## config.mk

```make
export PLATFORM = sky130hd
export DESIGN_NAME = mem_arbiter_flat
export DESIGN_NICKNAME = d
export VERILOG_FILES = /design/src/rtl/mem_arbiter_pkg.sv /design/src/rtl/mem_arbiter_if.sv /design/src/rtl/mem_arbiter.sv /design/src/flat_wrapper.sv
export SDC_FILE = /design/constraint.sdc
export NUM_CORES = 1
export LEC_CHECK = 0
export BUFFER_PORTS_ARGS = -buffer_cell sky130_fd_sc_hd__buf_2
export CORE_ASPECT_RATIO = 1.75
export CORE_MARGIN = 3
export CORE_UTILIZATION = 47
export DETAILED_ROUTE_END_ITERATION = 10
export GPL_TIMING_DRIVEN = 0
export PLACE_DENSITY = 0.86
export SYNTH_ARGS = -nofsm -noshare
export SYNTH_HDL_FRONTEND = slang
export SYNTH_SLANG_ARGS = --single-unit
```

## constraint.sdc

```tcl
create_clock -name clock -period 5.5 [get_ports clock]
set_input_delay 1.1 -clock clock [delete_from_list [all_inputs] [get_ports clock]]
set_output_delay 1.1 -clock clock [all_outputs]
set_load 0.005 [all_outputs]
```

## src/rtl/mem_arbiter_pkg.sv

```systemverilog
// mem_arbiter_pkg: shared defaults and owner encoding for the memory-port arbiter.
package mem_arbiter_pkg;
   localparam int         DEF_ADDR_W     = 30;
   localparam int         DEF_FB_RUN_MAX = 8;
   localparam int         DEF_RUN_W      = 4;
   localparam logic [1:0] DEF_ID_FB      = 2'd3;
   typedef enum logic [1:0] {
      OWN_NONE = 2'd0,
      OWN_CPU  = 2'd1,
      OWN_FB   = 2'd2
   } owner_e;
endpackage

```

## src/rtl/mem_arbiter_if.sv

```systemverilog
// mem_arbiter_if: CPU, framebuffer and ssram_ctrl bundles around the arbiter.
interface mem_arbiter_if
   import mem_arbiter_pkg::*;
#(
   parameter int ADDR_W = DEF_ADDR_W
);
   logic [1:0]        cpu_id;
   logic [ADDR_W-1:0] cpu_address;
   logic              cpu_read;
   logic              cpu_write;
   logic [31:0]       cpu_writedata;
   logic [3:0]        cpu_writedatamask;
   logic              cpu_waitrequest;
   logic [ADDR_W-1:0] fb_address;
   logic              fb_read;
   logic              fb_waitrequest;
   logic [1:0]        mem_id;
   logic [ADDR_W-1:0] mem_address;
   logic              mem_read;
   logic              mem_write;
   logic [31:0]       mem_writedata;
   logic [3:0]        mem_writedatamask;
   logic              mem_waitrequest;
   modport slave (
      input  cpu_id, cpu_address, cpu_read, cpu_write, cpu_writedata, cpu_writedatamask,
      input  fb_address, fb_read, mem_waitrequest,
      output cpu_waitrequest, fb_waitrequest,
      output mem_id, mem_address, mem_read, mem_write, mem_writedata, mem_writedatamask
   );
   modport master (
      output cpu_id, cpu_address, cpu_read, cpu_write, cpu_writedata, cpu_writedatamask,
      output fb_address, fb_read, mem_waitrequest,
      input  cpu_waitrequest, fb_waitrequest,
      input  mem_id, mem_address, mem_read, mem_write, mem_writedata, mem_writedatamask
   );
endinterface

```

## src/rtl/mem_arbiter.sv

```systemverilog
// mem_arbiter: shares the ssram_ctrl port between CPU and FB; FB priority with a grant lock
// under waitrequest and a run counter that forces a CPU slot after FB_RUN_MAX FB acceptances.
module mem_arbiter
   import mem_arbiter_pkg::*;
#(
   parameter int         ADDR_W     = DEF_ADDR_W,
   parameter int         FB_RUN_MAX = DEF_FB_RUN_MAX,
   parameter int         RUN_W      = DEF_RUN_W,
   parameter logic [1:0] ID_FB      = DEF_ID_FB
) (
   input  logic         clock,
   input  logic         reset_n,
   mem_arbiter_if.slave bus,
   output logic [31:0]  fb_grant_cnt,
   output logic [31:0]  cpu_stall_cnt
);
   owner_e            sel, owner_q, owner_d;
   logic              locked_q, locked_d;
   logic [RUN_W-1:0]  run_q, run_d;
   logic [31:0]       fb_cnt_q, fb_cnt_d, stall_cnt_q, stall_cnt_d;
   logic              cpu_req, sel_req, accept, at_max, cpu_wait;
   logic [ADDR_W-1:0] addr_mux;
   always_comb begin
      cpu_req = bus.cpu_read | bus.cpu_write;
      at_max  = run_q == RUN_W'(FB_RUN_MAX);
      // reset forces NONE so the port is idle while reset_n is low
      sel = !reset_n ? OWN_NONE :
            locked_q ? owner_q :
            (bus.fb_read & cpu_req & at_max) ? OWN_CPU :
            bus.fb_read ? OWN_FB :
            cpu_req ? OWN_CPU : OWN_NONE;
      sel_req  = ((sel == OWN_CPU) & cpu_req) | ((sel == OWN_FB) & bus.fb_read);
      accept   = sel_req & !bus.mem_waitrequest;
      cpu_wait = (sel != OWN_CPU) | bus.mem_waitrequest;
      addr_mux = (sel == OWN_FB) ? bus.fb_address : bus.cpu_address;
      locked_d = sel_req & bus.mem_waitrequest;
      owner_d  = locked_d ? sel : OWN_NONE;
      run_d    = run_q;
      if (accept & (sel == OWN_FB) & cpu_req)
         run_d = at_max ? run_q : run_q + 1'b1;
      else if ((accept & (sel == OWN_CPU)) | !cpu_req)
         run_d = '0;
      fb_cnt_d    = fb_cnt_q + {31'd0, accept & (sel == OWN_FB)};
      stall_cnt_d = stall_cnt_q + {31'd0, cpu_req & cpu_wait};
   end
   always_comb begin
      bus.cpu_waitrequest   = cpu_wait;
      bus.fb_waitrequest    = (sel != OWN_FB) | bus.mem_waitrequest;
      bus.mem_id            = (sel == OWN_FB) ? ID_FB : bus.cpu_id;
      bus.mem_address       = addr_mux;
      bus.mem_read          = (sel == OWN_FB) | ((sel == OWN_CPU) & bus.cpu_read);
      bus.mem_write         = (sel == OWN_CPU) & bus.cpu_write;
      bus.mem_writedata     = bus.cpu_writedata;
      bus.mem_writedatamask = bus.cpu_writedatamask;
   end
   always_ff @(posedge clock or negedge reset_n) begin
      if (!reset_n) begin
         owner_q     <= OWN_NONE;
         locked_q    <= 1'b0;
         run_q       <= '0;
         fb_cnt_q    <= '0;
         stall_cnt_q <= '0;
      end else begin
         owner_q     <= owner_d;
         locked_q    <= locked_d;
         run_q       <= run_d;
         fb_cnt_q    <= fb_cnt_d;
         stall_cnt_q <= stall_cnt_d;
      end
   end
   assign fb_grant_cnt  = fb_cnt_q;
   assign cpu_stall_cnt = stall_cnt_q;
   // requesters must hold their request while stalled
   a_hold: assert property (@(posedge clock) disable iff (!reset_n) locked_q |-> sel_req)
      else $error("owner dropped its request under waitrequest");
   a_rw: assert property (@(posedge clock) disable iff (!reset_n) !(bus.cpu_read & bus.cpu_write))
      else $error("cpu_read and cpu_write both set");
endmodule

```

## src/flat_wrapper.sv

```systemverilog
// flat-port wrapper written by rule: the top's interface ports become plain ports
module mem_arbiter_flat import mem_arbiter_pkg::*;
#(
   parameter int         ADDR_W     = DEF_ADDR_W,
   parameter int         FB_RUN_MAX = DEF_FB_RUN_MAX,
   parameter int         RUN_W      = DEF_RUN_W,
   parameter logic [1:0] ID_FB      = DEF_ID_FB
)
  (clock, reset_n, fb_grant_cnt, cpu_stall_cnt, bus_cpu_id, bus_cpu_address, bus_cpu_read, bus_cpu_write, bus_cpu_writedata, bus_cpu_writedatamask, bus_fb_address, bus_fb_read, bus_mem_waitrequest, bus_cpu_waitrequest, bus_fb_waitrequest, bus_mem_id, bus_mem_address, bus_mem_read, bus_mem_write, bus_mem_writedata, bus_mem_writedatamask);
  mem_arbiter_if #(.ADDR_W(ADDR_W)) bus_i ();
  input  logic clock;
  input  logic reset_n;
  output logic [31:0] fb_grant_cnt;
  output logic [31:0] cpu_stall_cnt;
  input wire logic [$bits(bus_i.cpu_id)-1:0] bus_cpu_id;
  input wire logic [$bits(bus_i.cpu_address)-1:0] bus_cpu_address;
  input wire logic [$bits(bus_i.cpu_read)-1:0] bus_cpu_read;
  input wire logic [$bits(bus_i.cpu_write)-1:0] bus_cpu_write;
  input wire logic [$bits(bus_i.cpu_writedata)-1:0] bus_cpu_writedata;
  input wire logic [$bits(bus_i.cpu_writedatamask)-1:0] bus_cpu_writedatamask;
  input wire logic [$bits(bus_i.fb_address)-1:0] bus_fb_address;
  input wire logic [$bits(bus_i.fb_read)-1:0] bus_fb_read;
  input wire logic [$bits(bus_i.mem_waitrequest)-1:0] bus_mem_waitrequest;
  output wire logic [$bits(bus_i.cpu_waitrequest)-1:0] bus_cpu_waitrequest;
  output wire logic [$bits(bus_i.fb_waitrequest)-1:0] bus_fb_waitrequest;
  output wire logic [$bits(bus_i.mem_id)-1:0] bus_mem_id;
  output wire logic [$bits(bus_i.mem_address)-1:0] bus_mem_address;
  output wire logic [$bits(bus_i.mem_read)-1:0] bus_mem_read;
  output wire logic [$bits(bus_i.mem_write)-1:0] bus_mem_write;
  output wire logic [$bits(bus_i.mem_writedata)-1:0] bus_mem_writedata;
  output wire logic [$bits(bus_i.mem_writedatamask)-1:0] bus_mem_writedatamask;
  assign bus_i.cpu_id = bus_cpu_id;
  assign bus_i.cpu_address = bus_cpu_address;
  assign bus_i.cpu_read = bus_cpu_read;
  assign bus_i.cpu_write = bus_cpu_write;
  assign bus_i.cpu_writedata = bus_cpu_writedata;
  assign bus_i.cpu_writedatamask = bus_cpu_writedatamask;
  assign bus_i.fb_address = bus_fb_address;
  assign bus_i.fb_read = bus_fb_read;
  assign bus_i.mem_waitrequest = bus_mem_waitrequest;
  assign bus_cpu_waitrequest = bus_i.cpu_waitrequest;
  assign bus_fb_waitrequest = bus_i.fb_waitrequest;
  assign bus_mem_id = bus_i.mem_id;
  assign bus_mem_address = bus_i.mem_address;
  assign bus_mem_read = bus_i.mem_read;
  assign bus_mem_write = bus_i.mem_write;
  assign bus_mem_writedata = bus_i.mem_writedata;
  assign bus_mem_writedatamask = bus_i.mem_writedatamask;
  mem_arbiter #(.ADDR_W(ADDR_W), .FB_RUN_MAX(FB_RUN_MAX), .RUN_W(RUN_W), .ID_FB(ID_FB)) u_core (.clock(clock), .reset_n(reset_n), .bus(bus_i), .fb_grant_cnt(fb_grant_cnt), .cpu_stall_cnt(cpu_stall_cnt));
endmodule
```

=== After elaboration in Yosys (flattened, before gate mapping) ===
Index checks and enable logic that the tools add are counted.

* Bits in registers: 71
* Input port bits: 104
* Output and inout bits: 136
* Word-level logic and storage cells: 47

* Add/sub/neg operators: 3
* Equality and inequality tests: 6
* Muxes and demuxes: 11
* Bitwise operators: 18
* Reductions and logical operators: 4

{| class="wikitable"
|+ Operators with widths
! cell !! number
|-
| adder 32 x 1 -> 32 bit || 2
|-
| two-way mux 30 bit || 1
|-
| AND 1 bit || 12
|-
| two-way mux 2 bit || 6
|-
| two-way mux 4 bit || 3
|-
| OR 1 bit || 6
|-
| adder 4 x 1 -> 4 bit, second input constant || 1
|-
| equality test 4 bit, second input constant || 1
|-
| inequality test 2 bit, second input constant || 2
|-
| equality test 2 x 1 -> 1 bit, second input constant || 1
|-
| equality test 2 bit, second input constant || 1
|-
| logical NOT 1 bit || 2
|-
| inequality test 2 x 1 -> 1 bit, second input constant || 1
|-
| AND reduction 2 bit || 1
|-
| nonzero test 2 bit || 1
|-
| two-way mux 1 bit || 1
|}

=== Longest topological paths before layout ===
Gate-level depths: netlist (run 1).

* Depth after elaboration: 14
* Gate-level depth with buffers: 12
* Depth with buffers taken out: 12

=== Least setup slack after synthesis (run 1) ===
Ideal clock, no wire load.

* Path type: in2out
* From: input bus_fb_read
* To: output bus_mem_address[10]
* Data arrival time: 2.301 ns
* Required time: 4.400 ns
* Slack: 2.099 ns
* Stages on the path: 6
* Path buffers: 2
* Cells stage by stage: buf_2 > mux2i_1 > a221oi_4 > nand2_1 > buf_2 > mux2_2

* Cells in the longest elaborated chain, start to end: 7
* Elaborated cells between the ends (all ways): 8
* Classes of those cells: 1 x eq/ne; 5 x mux; 2 x bitwise

{| class="wikitable"
|+ Ends and longest elaborated chain
! element !! RTL line !! text
|-
| start, declared || flat_wrapper.sv:22 || <nowiki>input wire logic [$bits(bus_i.fb_read)-1:0] bus_fb_read;</nowiki>
|-
| AND 1 bit (2 in series) || mem_arbiter.sv:29 || <nowiki>(bus.fb_read & cpu_req & at_max) ? OWN_CPU :</nowiki>
|-
| two-way mux 2 bit * || mem_arbiter.sv:29 ||
|-
| two-way mux 2 bit * || mem_arbiter.sv:28 || <nowiki>locked_q ? owner_q :</nowiki>
|-
| two-way mux 2 bit * || mem_arbiter.sv:27 || <nowiki>sel = !reset_n ? OWN_NONE :</nowiki>
|-
| equality test 2 bit * || mem_arbiter.sv:35 || <nowiki>addr_mux = (sel == OWN_FB) ? bus.fb_address : bus.cpu_address;</nowiki>
|-
| two-way mux 30 bit * || mem_arbiter.sv:35 ||
|-
| end, declared || flat_wrapper.sv:27 || <nowiki>output wire logic [$bits(bus_i.mem_address)-1:0] bus_mem_address;</nowiki>
|}

Every way passes the cells marked *; elsewhere a longest branch is shown, timed or not.

=== Worst setup path after layout (run 1) ===
* From: input reset_n
* To: output bus_mem_address[6]

* Cells in the longest elaborated chain, start to end: 3

{| class="wikitable"
|+ Ends and longest elaborated chain
! element !! RTL line !! text
|-
| start, declared || flat_wrapper.sv:12 || <nowiki>input logic reset_n;</nowiki>
|-
| two-way mux 2 bit || mem_arbiter.sv:27 ||
|-
| equality test 2 bit || mem_arbiter.sv:35 ||
|-
| two-way mux 30 bit || mem_arbiter.sv:35 ||
|}

No other way between the ends.

==> flow_summary.toml, run 1 <==
[timing]
hold_viol_final = 0
whs_ns = 0.471
setup_viol = 0
drv_slew = 0
finalCriticalPeriod_ns = 4.10
finalClockSkew_ns = 0.00703
tightest_slew_ns = 0.950
rsz0062_at_grt = "no"
fmax_mhz = 244
tns_ns = 0
worst_slack_ns = 1.40
slew_headroom_pct = 36.2
min_period_over_period_pct = 74.5

[flow_run]
max_cap_violations = 0

[worst_setup_path]
path_cells = "buf_4 -> nand2_1 -> buf_2 -> mux2_2 -> buf_2"
worstPathArrival_ns = 3.00
crit_slowest_cell = "buf_4"
cp_num_buf_inv = 3
worst-setup-path-type = "in -> out"
regToRegSetupSlack_ns = 2.28
cp_max_fo = 78
worstPathRequired_ns = 4.40
cp-start-kind = "primary input"
r2r-end = "u_core.fb_grant_cnt[18]$_DFF_PN0_"
r2r-start = "u_core.run_q[0]$_DFFE_PN0P_"
critPathTopFamily = "buffers and inverters"
crit_cells = 5
cp_common_cell = "buf_2"
endpoint_kind = "primary output"
cp_slowest_stage_delay_ns = 0.70
cp-startpoint = "reset_n"
setup.worst_path.end = "bus_mem_address[6]"
reg2reg_depth = 12

[route]
vias_per_cell = 5.15
drtIter0Drc = 207
via_count = 3694
firstDrtPassIters = 4
drc = 0
wl_per_cell_microns = 16.6
detail-route-antenna-nets = 0
wl_mm = 11.9

[pwr]
p_total_uw = 1500
power_per_cell_area_mw_per_mm2 = 271
power_leakage_uw = 0.00295
peakVddDrop_mv = 0.148

[yosys]
syn_nets = 494
syn_inst = 384
avgSynthCellArea_sq_um = 10.5
syn_area_sq_mm = 0.00404
synth_seq_area_share_pct = 44.0
yosys_warnings = 0
ys_ff_latch = 71
synth.distinct_cells = 46

[die]
start_util_pct = 48.5
die_area_sq_mm = 0.00978
row_count = 44
io_pins = 240
core_area_sq_mm = 0.00831
die_h_microns = 129
die_width_microns = 76.0

[finish]
nFillCells = 623
ff_latch_area_sq_mm = 0.00178
area.growth.synth_to_final_pct = 36.9
diodes = 0
drive_gt1_share_pct = 50.3
multiInputGateArea_sq_mm = 0.00187
fin_cells = 717
fin_nets = 707

[global_route]
antenna_found_initial = 0
grt_usage_pct = 23.9
grt_overflow = 0
grt_pass1_wl_mm = 18.2
grt_max_degree = 79
grt_pass1_vias = 3676

[clock_network]
clk_path_buf_depth = 2
cts_root_buf = "clkbuf_16"
cts_resized = 0
clkSlewWorstSetupHoldPaths_ns = 0.05
ctsHoldBuffers = 0
clkSinkCount = 71
cts-buffers-inserted = 9
clk_latency_ns = 0.33
post_cts_buffers = 0
htreeDepth = 3
cts_tree = "built"

[place]
gp_congestion = 0.843
dp_hpwl_mm = 9.76
portBuffers = 202
dp.cells = 701
dp_slack_ns = 1.16

[outcome]
run_status = "completed"

[min_path]
hp-class = "reg -> reg"
[power by group]
group	total, uW	internal, uW	switching [uW]
Sequential	609	564	44.9
Clock	632	411	221
Combinational	256	136	121
[worst reg2reg max path: cells and delay by family, from the launching register on]
| family | cells | cell delay, ns |
|---|---|---|
| buf+inv | 1 | 0.08 |
| flops | 1 | 0.37 |
| compound gates | 1 | 0.35 |
| xor+xnor | 1 | 0.18 |
| fa+ha+maj | 3 | 0.59 |
| simple gates | 6 | 1.57 |
[flip-flops by register name (all words and copies together) (netlist names)]
| register | flops |
|---|---|
| u_core.run_q | 4 |
| u_core.cpu_stall_cnt | 32 |
| u_core.owner_q | 2 |
| u_core.locked_q | 1 |
| u_core.fb_grant_cnt | 32 |
[synthesized netlist by cell type, drive strengths merged]
| library cell | number | area, sq um |
|---|---|---|
| a31oi | 1 | 6.26 |
| a21oi | 2 | 10.0 |
| nand2b | 3 | 18.8 |
| a211oi | 1 | 7.51 |
| or4 | 2 | 18.8 |
| nor3b | 1 | 12.5 |
| mux2 | 30 | 338 |
| a2bb2oi | 1 | 8.76 |
| ha | 6 | 75.1 |
| o2111ai | 2 | 17.5 |
| nor2 | 17 | 63.8 |
| o221ai | 1 | 8.76 |
| nand3b | 3 | 22.5 |
| nor4 | 9 | 83.8 |
| and3b | 1 | 8.76 |
| nor4bb | 1 | 10.0 |
| nand2 | 24 | 90.1 |
| dfrtp | 71 | 1780 |
| xor2 | 27 | 236 |
| mux2i | 2 | 20.0 |
| nor3 | 14 | 75.1 |
| a32oi | 1 | 8.76 |
| and2 | 4 | 25.0 |
| nand3 | 19 | 95.1 |
| o211ai | 1 | 7.51 |
| xnor2 | 33 | 289 |
| a311oi | 1 | 8.76 |
| nor2b | 3 | 18.8 |
| nand4 | 16 | 106 |
| or2 | 5 | 31.3 |
| inv | 17 | 63.8 |
| clkbuf | 5 | 18.8 |
| and3 | 5 | 31.3 |
| a221oi | 1 | 26.3 |
| o22ai | 1 | 6.26 |
| a21o | 1 | 7.51 |
| buf | 42 | 309 |
| o21ai | 4 | 20.0 |
| and4 | 6 | 52.6 |
[metrics by stage]
| step | utilization (%) | instance area, sq um |
|---|---|---|
| 2_1_floorplan | - | 4040 |
| 5_1_grt | 66.4 | 5520 |
| 3_3_place_gp | 62.4 | 5190 |
| 4_1_cts | 66.4 | 5520 |
| 6_report | 66.4 | 5520 |
| 3_5_place_dp | 62.5 | 5190 |
[cell usage in the layout (no fill, tap or decap), types with 6 or more instances in the layout]
master and n:
xor2_1 27, nor2_1 17, mux2_2 30, ha_1 6
dfrtp_1 71, clkbuf_16 9, nand4_1 15, inv_1 17
nand2_1 24, buf_4 38, nand3_1 19, xnor2_1 33
and4_1 6, nor4_1 6, nor3_1 13, buf_2 205
[final cells by class]
type,instances,share of cell area (%)
timing repair buffer,202,18.4
inverter,17,1.16
multi-input combinational,249,33.8
sequential,71,32.2
clock buffer,10,4.33
clock inverter,6,1.65
buffer,47,5.94
tap,115,2.61
[how the worst min path moves through the flow]
stage / startpoint / to / slack [ns] / depth (start not counted)
finish: u_core.fb_grant_cnt[31]$_DFF_PN0_ / u_core.fb_grant_cnt[31]$_DFF_PN0_ / 0.47 / 1
global route: u_core.fb_grant_cnt[31]$_DFF_PN0_ / u_core.fb_grant_cnt[31]$_DFF_PN0_ / 0.49 / 1
CTS: u_core.fb_grant_cnt[31]$_DFF_PN0_ / u_core.fb_grant_cnt[31]$_DFF_PN0_ / 0.47 / 1
detailed placement: u_core.fb_grant_cnt[31]$_DFF_PN0_ / u_core.fb_grant_cnt[31]$_DFF_PN0_ / 0.46 / 1
global placement: u_core.cpu_stall_cnt[31]$_DFF_PN0_ / u_core.cpu_stall_cnt[31]$_DFF_PN0_ / 0.46 / 1
floorplan: u_core.fb_grant_cnt[31]$_DFF_PN0_ / u_core.fb_grant_cnt[31]$_DFF_PN0_ / 0.46 / 1
[metal layers]
| layer | wire length, microns | vias up | global-route usage (%) |
|---|---|---|---|
| li1 | - | 1714 | - |
| met1 | 4460 | 1755 | 28.3 |
| met2 | 6120 | 201 | 41.9 |
| met3 | 951 | 24 | 5.39 |
| met4 | 383 | 0 | 10.2 |
| met5 | 0 | - | 0 |
[kinds of logic after synthesis]
family                   count (synthesis)  synth area share (%)
AO/OA/AOI/OAI                           18                  3.57
flip-flops                              71                  44.0
buffers and inverters                   64                  9.71
multiplexers                            32                  8.87
AND/OR/NAND/NOR                        133                  18.9
XOR/XNOR                                60                  13.0
adder cells (fa/ha/maj)                  6                  1.86
No activity file was read; power rests on OpenSTA's default activity.
==> run 2, diff against run 1 <==
--- a/config.mk
+++ b/config.mk
@@ -8,10 +8,10 @@
 export BUFFER_PORTS_ARGS = -buffer_cell sky130_fd_sc_hd__buf_2
 export CORE_ASPECT_RATIO = 1.75
 export CORE_MARGIN = 3
-export CORE_UTILIZATION = 47
+export CORE_UTILIZATION = 40
 export DETAILED_ROUTE_END_ITERATION = 10
 export GPL_TIMING_DRIVEN = 0
-export PLACE_DENSITY = 0.86
+export PLACE_DENSITY = 0.78
 export SYNTH_ARGS = -nofsm -noshare
 export SYNTH_HDL_FRONTEND = slang
 export SYNTH_SLANG_ARGS = --single-unit
==> constraint.sdc (replaced) <==
create_clock -name clock -period 3.4 [get_ports clock]
set_input_delay 0.68 -clock clock [delete_from_list [all_inputs] [get_ports clock]]
set_output_delay 0.68 -clock clock [all_outputs]
set_load 0.005 [all_outputs]
==> run 2 against run 1 <==
Against the previous run: worst setup slack got worse by 1.1 ns; sequential share of layout area barely moved; core utilization fell by 9.2 points; critical path type is now reg -> out; clock power rose by 43%; total power rose by 54%; sequential cell count did not move; sequential power rose by 62%; non-clock buffer count rose by 1; critical endpoint is now bus_mem_address[8].
==> flow_summary.toml, run 2 (same netlist as run 1, synthesis figures left out) <==
[route]
detail-route-antenna-nets = 0
drc = 0
firstDrtPassIters = 4
via_count = 3627
wl_per_cell_microns = 16.3
drtIter0Drc = 64
vias_per_cell = 5.02
wl_mm = 11.8

[finish]
multiInputGateArea_sq_mm = 0.00187
drive_gt1_share_pct = 50.4
area.growth.synth_to_final_pct = 36.7
layout_common_cells = "205 x buf_2, 71 x dfrtp_1, 38 x buf_4"
final_common_cell = "buf_2"
fin_area_sq_mm = 0.00552
ff_latch_area_sq_mm = 0.00178
diodes = 0
fin_cells = 723
nFillCells = 838
post-route-util_pct = 57.2
fin_nets = 708

[pwr]
p_int_uw = 1710
pwr-share-clk_pct = 39.3
peakVddDrop_mv = 0.288
p_sw_share_pct = 25.6
power_switching_uw = 589
p_comb_share_pct = 17.9
seq_power_share_pct = 42.8
power_per_cell_area_mw_per_mm2 = 417
power_leakage_uw = 0.00294

[timing]
rsz0062_at_grt = "no"
slew_headroom_pct = 36.1
setup_viol = 0
finalClockSkew_ns = 0.00650
worst_slack_ns = 0.255
drv_slew = 0
hold_viol_final = 0
min_period_over_period_pct = 92.5
tns_ns = 0
tightest_slew_ns = 0.950
finalCriticalPeriod_ns = 3.15
fmax_mhz = 318

[die]
start_util_pct = 41.8
die_area_sq_mm = 0.0114
io_pins = 240
row_count = 47
core_area_sq_mm = 0.00964
die_width_microns = 81.9
die_h_microns = 139

[clock_network]
clk_latency_ns = 0.33
cts-buffers-inserted = 9
cts_root_buf = "clkbuf_16"
htreeDepth = 3
post_cts_buffers = 0
clkSinkCount = 71
clk_path_buf_depth = 2
clkSlewWorstSetupHoldPaths_ns = 0.05
cts_tree = "built"

[worst_setup_path]
worstPathRequired_ns = 2.72
path_cells = "inv_1 -> ha_1 -> and3b_1 -> a221oi_4 -> nand2_2 -> buf_2 -> mux2_2 -> buf_2"
cp_num_buf_inv = 3
worst-setup-path-type = "reg -> out"
cp_slowest_stage_delay_ns = 0.37
cp_common_cell = "buf_2"
cp_max_fo = 10
cp-start-kind = "flop"
crit_slowest_cell = "dfrtp_1"
critPathTopFamily = "buffers and inverters"
worstPathArrival_ns = 2.47
endpoint_kind = "primary output"

[global_route]
grt_pass1_vias = 3728
grt_usage_pct = 21.0
antenna_found_initial = 0
grt_overflow = 0
grt_pass1_wl_mm = 18.3
grt_max_degree = 48

[place]
place_area_sq_mm = 0.00523
dp_slack_ns = -0.00627
dp.cells = 709
portBuffers = 202
dp_hpwl_mm = 9.73
gp_congestion = 0.859

[outcome]
run_status = "completed"

[min_path]
hp-class = "in -> async"

[flow_run]
max_cap_violations = 0
==> run 2: cell types whose count changed in the layout (fill, tap and decap cells not counted), sizes merged <==
cell | previous run | this run
inv | 18 | 17
clkinv | 3 | 2
buf | 244 | 245
clkinvlp | 0 | 1
bufinv | 2 | 1
==> run 2: timing repair <==
action                     4_1_cts  5_1_grt
hold endpoints to repair         0        0
hold buffers                     0        0
gates resized for setup          0        1
setup endpoints to repair        0        5
==> run 2: worst paths after layout <==
kind | depth (start not counted) | to | from | slack (ns)
hold reg to reg | 1 | u_core.fb_grant_cnt[31]$_DFF_PN0_ | u_core.fb_grant_cnt[31]$_DFF_PN0_ | 0.47
hold / removal | 1 | u_core.fb_grant_cnt[11]$_DFF_PN0_ | reset_n | 0.28
setup / recovery | 8 | bus_mem_address[8] | u_core.run_q[0]$_DFFE_PN0P_ | 0.25
min in group clock | 1 | u_core.fb_grant_cnt[31]$_DFF_PN0_ | u_core.fb_grant_cnt[31]$_DFF_PN0_ | 0.47
max in group asynchronous | 2 | u_core.cpu_stall_cnt[3]$_DFF_PN0_ | reset_n | 2.54
setup reg to reg | 12 | u_core.fb_grant_cnt[22]$_DFF_PN0_ | u_core.run_q[0]$_DFFE_PN0P_ | 0.27
==> run 2: power by group through the flow <==
stage	sequential, uW	clock (uW)	combinational (uW)
after global placement	993	0	402
final	985	903	411
after detailed placement	999	0	415
after global routing	997	969	448
after CTS	984	932	419
after floorplan	995	0	182
==> run 2: routing by layer <==
layer | global-route usage [%] | share of wire (%) | vias to the layer above
met5 | 0 | 0 | -
met1 | 21.1 | 34 | 1702
met4 | 9.37 | 3.1 | 0
met3 | 5.46 | 8.4 | 22
met2 | 38.7 | 54 | 195
li1 | - | - | 1708
==> run 2: layout make-up <==
cell class	instances	share of cell area, %
Multi-Input combinational cell	249	33.9
Sequential cell	71	32.2
Timing Repair Buffer	203	18.9
Buffer	47	5.94
Clock buffer	10	4.33
Tap cell	122	2.77
Inverter	17	1.16
Clock inverter	4	0.862
==> run 2: through the flow <==
step	hold WS, ns	power (uW)
detailed placement	0.453	1410
CTS	0.282	2330
floorplan	0.384	1180
finish	0.284	2300
global route	0.297	2410
global placement	0.454	1400
==> run 3, diff against run 2 <==
--- a/config.mk
+++ b/config.mk
@@ -7,10 +7,11 @@
 export LEC_CHECK = 0
 export BUFFER_PORTS_ARGS = -buffer_cell sky130_fd_sc_hd__buf_2
 export CORE_ASPECT_RATIO = 1.75
-export CORE_MARGIN = 3
+export CORE_MARGIN = 2
 export CORE_UTILIZATION = 40
 export DETAILED_ROUTE_END_ITERATION = 10
 export GPL_TIMING_DRIVEN = 0
+export MAX_ROUTING_LAYER = met4
 export PLACE_DENSITY = 0.78
 export SYNTH_ARGS = -nofsm -noshare
 export SYNTH_HDL_FRONTEND = slang
==> run 3 against run 2 <==
Against the previous run: combinational power decreased by 1%; cell count up 0.69%; register-to-register slack better by 0.05 ns; critical endpoint is now bus_mem_address[5]; highest routed layer unchanged.
==> flow_summary.toml, run 3 (same netlist as run 1, synthesis figures left out) <==
[outcome]
run_status = "completed"

[clock_network]
htreeDepth = 3
cts_root_buf = "clkbuf_16"
ctsHoldBuffers = 0
cts_tree = "built"
cts-buffers-inserted = 9
clk_path_buf_depth = 2
clkSinkCount = 71
clk_latency_ns = 0.33
post_cts_buffers = 0
clkSlewWorstSetupHoldPaths_ns = 0.06

[place]
dp_hpwl_mm = 9.44
dp.cells = 712
portBuffers = 202
gp_congestion = 0.847

[finish]
final_common_cell = "buf_2"
drive_gt1_share_pct = 50.9
area.growth.synth_to_final_pct = 38.4
nFillCells = 891
diodes = 0
fin_cells = 728
fin_nets = 708
layout_common_cells = "205 x buf_2, 71 x dfrtp_1, 38 x buf_4"

[die]
die_width_microns = 79.9
io_pins = 240
start_util_pct = 41.0
die_h_microns = 137
die_area_sq_mm = 0.0109
row_count = 48
core_area_sq_mm = 0.00985

[route]
wl_met3_microns = 868
wl_per_cell_microns = 16.1
firstDrtPassIters = 4
drc = 0
drtIter0Drc = 148
met2WireLength_mm = 6.15
met1_length_mm = 4.52
wl_mm = 11.7
detail-route-antenna-nets = 0
top_layer_used = "met4"
vias_per_cell = 5.00
via_count = 3641

[worst_setup_path]
endpoint_kind = "primary output"
worstPathRequired_ns = 2.72
path_cells = "inv_1 -> ha_1 -> and3b_1 -> a221oi_4 -> nand2_1 -> buf_2 -> mux2_2 -> buf_2"
crit_slowest_cell = "dfrtp_1"
worstPathArrival_ns = 2.53
cp_max_fo = 10
cp-start-kind = "flop"
cp_common_cell = "buf_2"
worst-setup-path-type = "reg -> out"
cp_slowest_stage_delay_ns = 0.37

[min_path]
hp-class = "in -> async"

[global_route]
grt_pass1_wl_mm = 17.3
grt_max_degree = 77
grt_overflow = 0
grt_pass1_vias = 3593
antenna_found_initial = 0
grt_usage_pct = 21.5

[timing]
drv_slew = 0
tightest_slew_ns = 0.944
finalClockSkew_ns = 0.00811
rsz0062_at_grt = "no"
min_period_over_period_pct = 94.4
hold_viol_final = 0
finalCriticalPeriod_ns = 3.21
slew_headroom_pct = 36.5
whs_ns = 0.137
setup_viol = 0
fmax_mhz = 311

[pwr]
power_leakage_uw = 0.00297
power_per_cell_area_mw_per_mm2 = 442
peakVddDrop_mv = 0.235

[flow_run]
max_cap_violations = 0
==> run 3: metal layers <==
layer	global-route usage, %	vias to the layer above
met3	3.10	12
met5	-	-
met1	26.1	1732
met4	7.16	0
met2	36.6	183
li1	-	1714
==> run 3: worst paths after layout <==
check,from,endpoint,slack (ns),cells after the start
min,reset_n,u_core.fb_grant_cnt[0]$_DFF_PN0_,0.14,1
max,u_core.run_q[0]$_DFFE_PN0P_,bus_mem_address[5],0.19,8
min reg2reg,u_core.fb_grant_cnt[31]$_DFF_PN0_,u_core.fb_grant_cnt[31]$_DFF_PN0_,0.48,1
max in group asynchronous,reset_n,u_core.cpu_stall_cnt[21]$_DFF_PN0_,2.70,2
max reg2reg,u_core.run_q[0]$_DFFE_PN0P_,u_core.cpu_stall_cnt[28]$_DFF_PN0_,0.32,11
min in group clock,u_core.fb_grant_cnt[31]$_DFF_PN0_,u_core.fb_grant_cnt[31]$_DFF_PN0_,0.48,1
==> run 3: layout make-up <==
class                   instances  area [sq um]  area share [%]
plain buffers                  47           328            5.87
clock buffers                   9           225            4.03
multi-input cells             249          1880            33.6
flip-flops and latches         71          1780            31.8
inverters                      17          63.8            1.14
clock inverters                 7           118            2.11
well taps                     125           156            2.80
repair buffers                203          1040            18.6
==> run 3: through the flow <==
stage / setup slack (ns) / utilization [%] / setup TNS, ns / area (sq um) / power [uW]
after detailed placement: -0.148 / 53.1 / -1.04 / 5230 / 1410
final: 0.189 / 56.7 / 0 / 5590 / 2470
after floorplan: 0.620 / - / 0 / 4040 / 1180
after CTS: 0.180 / 56.6 / 0 / 5580 / 2490
after global routing: 0.0232 / 56.7 / 0 / 5590 / 2580
after global placement: -0.932 / 52.8 / -44.82 / 5200 / 1390
==> run 3: critical path, delay by kind of cell (launching register included) <==
kind,cells,cell delay [ns]
AOI/OAI and AO/OA,1,0.34
muxes,1,0.34
DFF,1,0.37
buffers and inverters,3,0.47
adders and majority gates,1,0.21
and+or+nand+nor,2,0.47
==> run 3: report_power, final <==
group	switching, uW	internal (uW)
clock	361	719
sequential	69.8	912
combinational	184	221
==> run 3: what timing repair did <==
action | in CTS | in global routing
endpoints found under the setup margin | 0 | 3
gates resized for setup | 0 | 3
endpoints found under the hold margin | 0 | 0
